--- src/rtl/uart_frame_assembler.sv ---
// uart_frame_assembler
// Finds SYNC/LEN/payload/CHK frames in the UART receiver byte stream. Payload
// bytes are packed little-endian into 8*WORD_BYTES-bit words and queued in a
// show-ahead FIFO. Each frame is validated with an XOR checksum.
//
// Ports:
//   clk        - system clock, rising edge
//   reset      - synchronous, active-low reset
//   in_data    - byte from the UART receiver
//   in_valid   - receiver valid (level; a byte is taken on its rising edge)
//   out_data   - FIFO head word (0 while the FIFO is empty)
//   out_valid  - FIFO non-empty
//   out_ready  - consumer accepts the head word when out_valid && out_ready
//   frame_done - one-cycle pulse: frame ended with good checksum, no overflow
//   frame_err  - one-cycle pulse: bad checksum, LEN=0 or overflow in frame
//   overflow   - one-cycle pulse: completed word dropped, FIFO full
//   busy       - FSM is not in IDLE
module uart_frame_assembler #(
   parameter int unsigned WORD_BYTES = 2,
   parameter int unsigned FIFO_DEPTH = 8,
   parameter logic [7:0]  SYNC_BYTE  = 8'hA5
) (
   input  logic                    clk,
   input  logic                    reset,
   input  logic [7:0]              in_data,
   input  logic                    in_valid,
   output logic [8*WORD_BYTES-1:0] out_data,
   output logic                    out_valid,
   input  logic                    out_ready,
   output logic                    frame_done,
   output logic                    frame_err,
   output logic                    overflow,
   output logic                    busy
);

   localparam int unsigned WW = 8 * WORD_BYTES;
   localparam int unsigned PW = (FIFO_DEPTH > 1) ? $clog2(FIFO_DEPTH) : 1;
   localparam int unsigned CW = PW + 1;
   localparam int unsigned BW = (WORD_BYTES > 1) ? $clog2(WORD_BYTES) : 1;
   localparam logic [BW-1:0] LAST_BYTE = BW'(WORD_BYTES - 1);

   typedef enum logic [1:0] {S_IDLE, S_LEN, S_PAYLOAD, S_CHECK} state_t;

   state_t          state;
   logic            valid_q;
   logic [WW-1:0]   asm_q;
   logic [BW-1:0]   byte_idx;
   logic [7:0]      word_cnt;
   logic [7:0]      chk_q;
   logic            ovf_sticky;

   logic [WW-1:0]   mem [FIFO_DEPTH];
   logic [PW-1:0]   wr_ptr;
   logic [PW-1:0]   rd_ptr;
   logic [CW-1:0]   count;

   logic            byte_stb;
   logic [WW-1:0]   word_c;
   logic            push_c;
   logic            pop_c;
   logic            full_c;
   logic            push_ok_c;

   assign out_valid = (count != '0);
   // Gate the head so out_data reads 0 when nothing is queued.
   assign out_data  = out_valid ? mem[rd_ptr] : '0;

   // Byte strobe, word being assembled with the current byte, FIFO handshake.
   always_comb begin
      byte_stb = in_valid & ~valid_q;
      word_c   = asm_q;
      for (int i = 0; i < int'(WORD_BYTES); i++) begin
         if (BW'(i) == byte_idx) word_c[8*i +: 8] = in_data;
      end
      push_c    = byte_stb && (state == S_PAYLOAD) && (byte_idx == LAST_BYTE);
      pop_c     = out_valid && out_ready;
      full_c    = (count == CW'(FIFO_DEPTH));
      push_ok_c = push_c && (!full_c || pop_c);
   end

   // FIFO storage; contents are don't-care while count says empty.
   always_ff @(posedge clk) begin
      if (push_ok_c) mem[wr_ptr] <= word_c;
   end

   // Frame FSM, word assembler and FIFO bookkeeping.
   always_ff @(posedge clk) begin
      if (!reset) begin
         state      <= S_IDLE;
         valid_q    <= 1'b1;
         asm_q      <= '0;
         byte_idx   <= '0;
         word_cnt   <= '0;
         chk_q      <= '0;
         ovf_sticky <= 1'b0;
         wr_ptr     <= '0;
         rd_ptr     <= '0;
         count      <= '0;
         frame_done <= 1'b0;
         frame_err  <= 1'b0;
         overflow   <= 1'b0;
         busy       <= 1'b0;
      end else begin
         valid_q    <= in_valid;
         frame_done <= 1'b0;
         frame_err  <= 1'b0;
         overflow   <= 1'b0;

         if (push_ok_c) wr_ptr <= wr_ptr + PW'(1);
         if (pop_c)     rd_ptr <= rd_ptr + PW'(1);
         unique case ({push_ok_c, pop_c})
            2'b10:   count <= count + CW'(1);
            2'b01:   count <= count - CW'(1);
            default: count <= count;
         endcase
         if (push_c && full_c && !pop_c) begin
            overflow   <= 1'b1;
            ovf_sticky <= 1'b1;
         end

         if (byte_stb) begin
            unique case (state)
               S_IDLE: begin
                  if (in_data == SYNC_BYTE) begin
                     state <= S_LEN;
                     busy  <= 1'b1;
                  end
               end
               S_LEN: begin
                  if (in_data == 8'h00) begin
                     frame_err <= 1'b1;
                     state     <= S_IDLE;
                     busy      <= 1'b0;
                  end else begin
                     word_cnt <= in_data;
                     chk_q    <= in_data;
                     byte_idx <= '0;
                     asm_q    <= '0;
                     state    <= S_PAYLOAD;
                  end
               end
               S_PAYLOAD: begin
                  chk_q <= chk_q ^ in_data;
                  if (byte_idx == LAST_BYTE) begin
                     byte_idx <= '0;
                     asm_q    <= '0;
                     word_cnt <= word_cnt - 8'd1;
                     if (word_cnt == 8'd1) state <= S_CHECK;
                  end else begin
                     asm_q    <= word_c;
                     byte_idx <= byte_idx + BW'(1);
                  end
               end
               S_CHECK: begin
                  if ((in_data == chk_q) && !ovf_sticky) frame_done <= 1'b1;
                  else                                   frame_err  <= 1'b1;
                  ovf_sticky <= 1'b0;
                  chk_q      <= '0;
                  state      <= S_IDLE;
                  busy       <= 1'b0;
               end
               default: begin
                  state <= S_IDLE;
                  busy  <= 1'b0;
               end
            endcase
         end
      end
   end

endmodule

--- config.mk ---
export PLATFORM = sky130hd
export DESIGN_NAME = uart_frame_assembler
export DESIGN_NICKNAME = d
export VERILOG_FILES = /design/src/rtl/uart_frame_assembler.sv
export SDC_FILE = /design/constraint.sdc
export NUM_CORES = 1
export LEC_CHECK = 0
export ABC_AREA = 1
export BUFFER_PORTS_ARGS = -buffer_cell sky130_fd_sc_hd__buf_2
export CORE_MARGIN = 2
export CORE_UTILIZATION = 55
export CTS_CLUSTER_SIZE = 25
export DETAILED_ROUTE_END_ITERATION = 7
export HOLD_SLACK_MARGIN = 0.02
export MAX_ROUTING_LAYER = met4
export PLACE_DENSITY = 0.77
export SYNTH_ARGS = -nofsm -noshare
export SYNTH_HDL_FRONTEND = slang
export SYNTH_SLANG_ARGS = --single-unit
--- constraint.sdc ---
create_clock -name clk -period 2.6 [get_ports clk]
set_clock_uncertainty 0.15 [all_clocks]
set_input_delay 0.78 -clock clk [delete_from_list [all_inputs] [get_ports clk]]
set_output_delay 0.78 -clock clk [all_outputs]
set_load 0.01 [all_outputs]
## After elaboration in Yosys (flattened, before gate mapping)

Memory sizes are Yosys's and may differ from the RTL's. A register that Yosys moved wholly into a read port is not among the register bits.
Cells that the tools add are included.
W data, S select, Z words.

- Equality and inequality tests: 14
- $add $sub $neg: 6
- Reduce and logical (&&, ||, !) cells: 25
- Bitwise logic cells: 3
- Multiplexer cells: 34

Operators by type and width:

| kind | count |
|---|---|
| $mux W16 | 3 |
| $mux W8 | 4 |
| $pmux W16 S2 | 1 |
| $pmux W8 S3 | 1 |
| $pmux W8 S2 | 1 |
| $mux W1 | 13 |
| $reduce_and A4 Y1 | 3 |
| $reduce_and A3 Y1 | 3 |
| $eq A8 B1 Y1 const B | 1 |
| $eq A8 B8 Y1 | 1 |
| $eq A8 B8 Y1 const B | 1 |
| $logic_not A8 Y1 | 1 |
| $mux W2 | 4 |
| $ne A2 B2 Y1 const B | 4 |
| $pmux W2 S4 | 1 |
| $pmux W4 S2 | 1 |
| $sub A8 B1 Y8 const B | 1 |
| $xor A8 B8 Y8 | 1 |
| $logic_and A1 B1 Y1 | 7 |
| $add A3 B1 Y3 const B | 2 |
| $eq A2 B2 Y1 const B | 3 |
| $mux W3 | 2 |
| $reduce_bool A3 Y1 | 2 |
| $add A4 B1 Y4 const B | 1 |
| other kinds (15) | 20 |

- Register bits after elaboration: 51
- Memories: 1
- RAM bits: 128
- Word-level logic and storage cells: 97
- Input bits: 12
- Output and inout bits: 21

Memories:

| name | depth | bits a word | rd ports | clocked after Yosys merged registers in | wr ports | RTL line | RTL |
|---|---|---|---|---|---|---|---|
| mem | 8 | 16 | 1 | 1 | 1 | 52 | `logic [WW-1:0] mem [FIFO_DEPTH];` |

## Logic depth before layout (Yosys ltp)

- Depth in word-level cells: 9
- Depth in mapped cells: 13
- Mapped depth without buffers: 13

## Least setup slack after synthesis

OpenSTA, ideal clock, no wires.

- Kind: input to register
- From: input port in_valid
- To: memory mem[1][0] (netlist name), enable pin
- Path slack: -140 ps
- Arrival: 2201 ps
- Library setup time: 388 ps
- Path buffers: 0
- Stages on the path: 8
- Required time: 2062 ps
- Path through: inv_1 -> nor2_4 -> nand3_2 -> clkinv_1 -> nand2_1 -> nor2_1 -> inv_1 -> nor2_1

- Cells in the longest elaborated chain, start to end: 6

RTL lines:

| what | RTL line | RTL |
|---|---|---|
| start, declared | 26 | `input logic in_valid,` |
| $and A1 B1 Y1 | 70 | `byte_stb = in_valid & ~valid_q;` |
| $logic_and A1 B1 Y1 (2 in a row) | 75 | `push_c = byte_stb && (state == S_PAYLOAD) && (byte_idx == LAST_BYTE);` |
| $logic_and A1 B1 Y1 | 78 | `push_ok_c = push_c && (!full_c \|\| pop_c);` |
| $mux W1 | 83 | `if (push_ok_c) mem[wr_ptr] <= word_c;` |
| $mux W1 (not written as such) | 83 |  |
| end, declared | 52 |  |

No other way between the ends.

==> flow_summary.toml <==
[status]
outcome = "finished, violations left"
violations = "setup timing"

[synth]
synth_nets = 789
synth_area_mm2 = 0.00780
synthTopCellsByCount = "140 x nor2_1, 128 x edfxtp_1, 114 x o21ai_0, 80 x nand2_1, 54 x dfxtp_1"
yosysMostFrequentCell = "nor2_1"
yosys.area.top_type = "edfxtp_1"
yosysSeqAreaShare_pct = 63.1
async_reset_ff_share_pct = 0
synth-seq-cells = 182
yosysTopAreaCellShare_pct = 49.3
synth_edf_count = 128
syn_inst = 772
synth_cell_type_count = 33
yosys_warnings = 0
synthFlopType = "edfxtp_1"
synth_area_leaders = "edfxtp_1 49%, dfxtp_1 14%, o21ai_0 7.3%"
avgSynthCellArea_um2 = 10.1

[drt]
routed_via_density = 5.97
firstDrtPassIters = 7
vias = 6115
post-route-drc-count = 0
drtIter0Drc = 627
ant_nets = 0
avgRoutedWirePerCell_um = 18.8
drt-total-wl_mm = 19.3

[worst_setup_path]
crit_path_max_incr_delay_ps = 430
critPathTopFamily = "buffers and inverters"
crit_top_cell = "nor2_1"
cp-start-kind = "flop"
cp_max_fo = 8
worst-path-stages = 7
crit_chain = "buf_12, buf_16, nor2_1, nor2_1, o21ai_1, a31oi_1, buf_2"
reg2regPathDepth = 2
crit_required_ps = 1670
crit_arrival_ps = 1870
crit_buf_inv = 3
criticalPathCategory = "flop to output port"
cpMaxStageDelayCell = "dfxtp_4"
end_kind = "output port"

[timing]
relSlewSlack_pct = 5.98
finalHoldViolations = 0
finalSetupViolations = 16
tightest_slew_ps = 1400
fin_ws_ps = -198
fmax_mhz = 357
finalSetupTns_ps = -2150
fin_crit_ps = 2800
report.final.slew_viol_count = 0
rsz0062_at_grt = "yes"
fin_crit_sh_pct = 108

[placement]
gp_congestion = 0.870
hpwl_mm = 11.7
io_buffers = 32
place_inst = 984

[cts]
numCtsBuffers = 17
cts_tree = "yes"
cts.path.max_buffers = 2
insertion_delay_ps = 430
cts_root_buf = "clkbuf_16"
cts_sinks = 182
h-tree-depth = 4
clkTransAtPathRegs_ps = 60

[die]
die_x_um = 123
start_util_pct = 56.2
core_area_mm2 = 0.0139
fp.dieH_um = 123
rows = 43
fp.dieArea_mm2 = 0.0152
io_pins = 33

[grt]
grt_pass1_vias = 5875
track_usage_pct = 27.0
grt_max_degree = 33
antenna_found_initial = 0
grt_pass1_wl_mm = 29.7
grt_overflow = 0

[power_and_ir_drop]
power_leakage_nw = 3.33
peakVddDrop_mv = 0.377
p_per_area_mw_per_mm2 = 920

[worst_hold_path]
hold_class = "flop to flop"
whs_path_depth = 2

[finish]
utilization_pct = 67.0
multi_input_area_mm2 = 0.00264
num-fill-cells = 1016
seq_area_mm2 = 0.00493
area_growth_pct = 19.3
layout-drive-gt1-share_pct = 22.1
antenna_cells = 0
fin_nets = 850
fin_cells = 1025

[run]
maxCapViolCount = 0
[layout make-up]
| class | instances | share of cell area (%) |
|---|---|---|
| Inverter | 52 | 2.30 |
| Clock inverter | 14 | 1.87 |
| Clock buffer | 17 | 4.57 |
| Timing Repair Buffer | 78 | 7.49 |
| Multi-Input combinational cell | 502 | 28.4 |
| Sequential cell | 182 | 53.0 |
| Tap cell | 180 | 2.42 |
[cell families after synthesis]
| kind of cell | Yosys count | synth area share, % |
|---|---|---|
| fa+ha+maj | 5 | 0.802 |
| xor+xnor | 10 | 1.12 |
| flops | 182 | 63.1 |
| compound gates | 204 | 14.0 |
| simple gates | 283 | 16.3 |
| buf+inv | 88 | 4.65 |
[layer usage]
metal,up-vias,wire [um],global-route usage [%]
met5,-,0,-
met4,0,592,12.6
met3,58,1390,6.18
met2,286,9610,43.8
met1,2941,7710,32.1
li1,2830,-,-
[cells in the final DEF, fill, tap and decap left out, types with 26 or more instances in the layout]
master	instances
nor2_1	131
nand2_1	80
buf_2	33
buf_4	27
o21ai_0	73
a21oi_1	35
o21ai_1	39
dfxtp_1	52
nand3_1	26
edfxtp_1	128
inv_1	33
[worst register-to-register path, delay by kind of cell, from the launching register on]
family                 cells  cell delay [ps]
AOI/OAI and AO/OA          1             1050
DFF                        1              340
buffers and inverters      1              330
[report_power, final]
part | total [mW] | switching, mW | internal (mW)
logic | 2.72 | 1.59 | 1.13
clock network | 2.61 | 1.10 | 1.51
registers | 3.23 | 0.0849 | 3.14
total | 8.57 | 2.78 | 5.79
[through the flow]
stage / setup WS, ps / area (um2) / hold WS, ps / total power [mW]
after detailed placement: 81.5 / 8340 / 296 / 5.37
after floorplan: -140 / 7800 / 280 / 4.58
after global placement: 105 / 8340 / 288 / 5.30
after CTS: -148 / 9210 / 307 / 8.40
final: -198 / 9310 / 303 / 8.57
after global routing: -250 / 9310 / 317 / 8.92
[flip-flops by register name (all words and copies together), names as in the netlist, named ones only]
register and cells:
mem 128, overflow 1, state 1, valid_q 1, busy 1, byte_idx 1, word_cnt 8, frame_done 1
rd_ptr 3, wr_ptr 3, asm_q 16, chk_q 8, ovf_sticky 1, frame_err 1, count 4
[path summary, 6_finish.rpt]
kind              slack [ps]           to  startpoint
hold / removal           300     asm_q[9]    asm_q[9]
setup reg to reg         360    mem[0][8]    byte_idx
hold reg to reg          300     asm_q[9]    asm_q[9]
setup / recovery        -200  out_data[0]        flop
[timing repair]
action                     CTS  global route
hold buffers                 0             0
buffers inserted             4             1
cloned                       5             0
setup endpoints to repair   16            16
pin swaps                   11            25
resized for setup           59            35
Power figures use the tool's default switching activity.
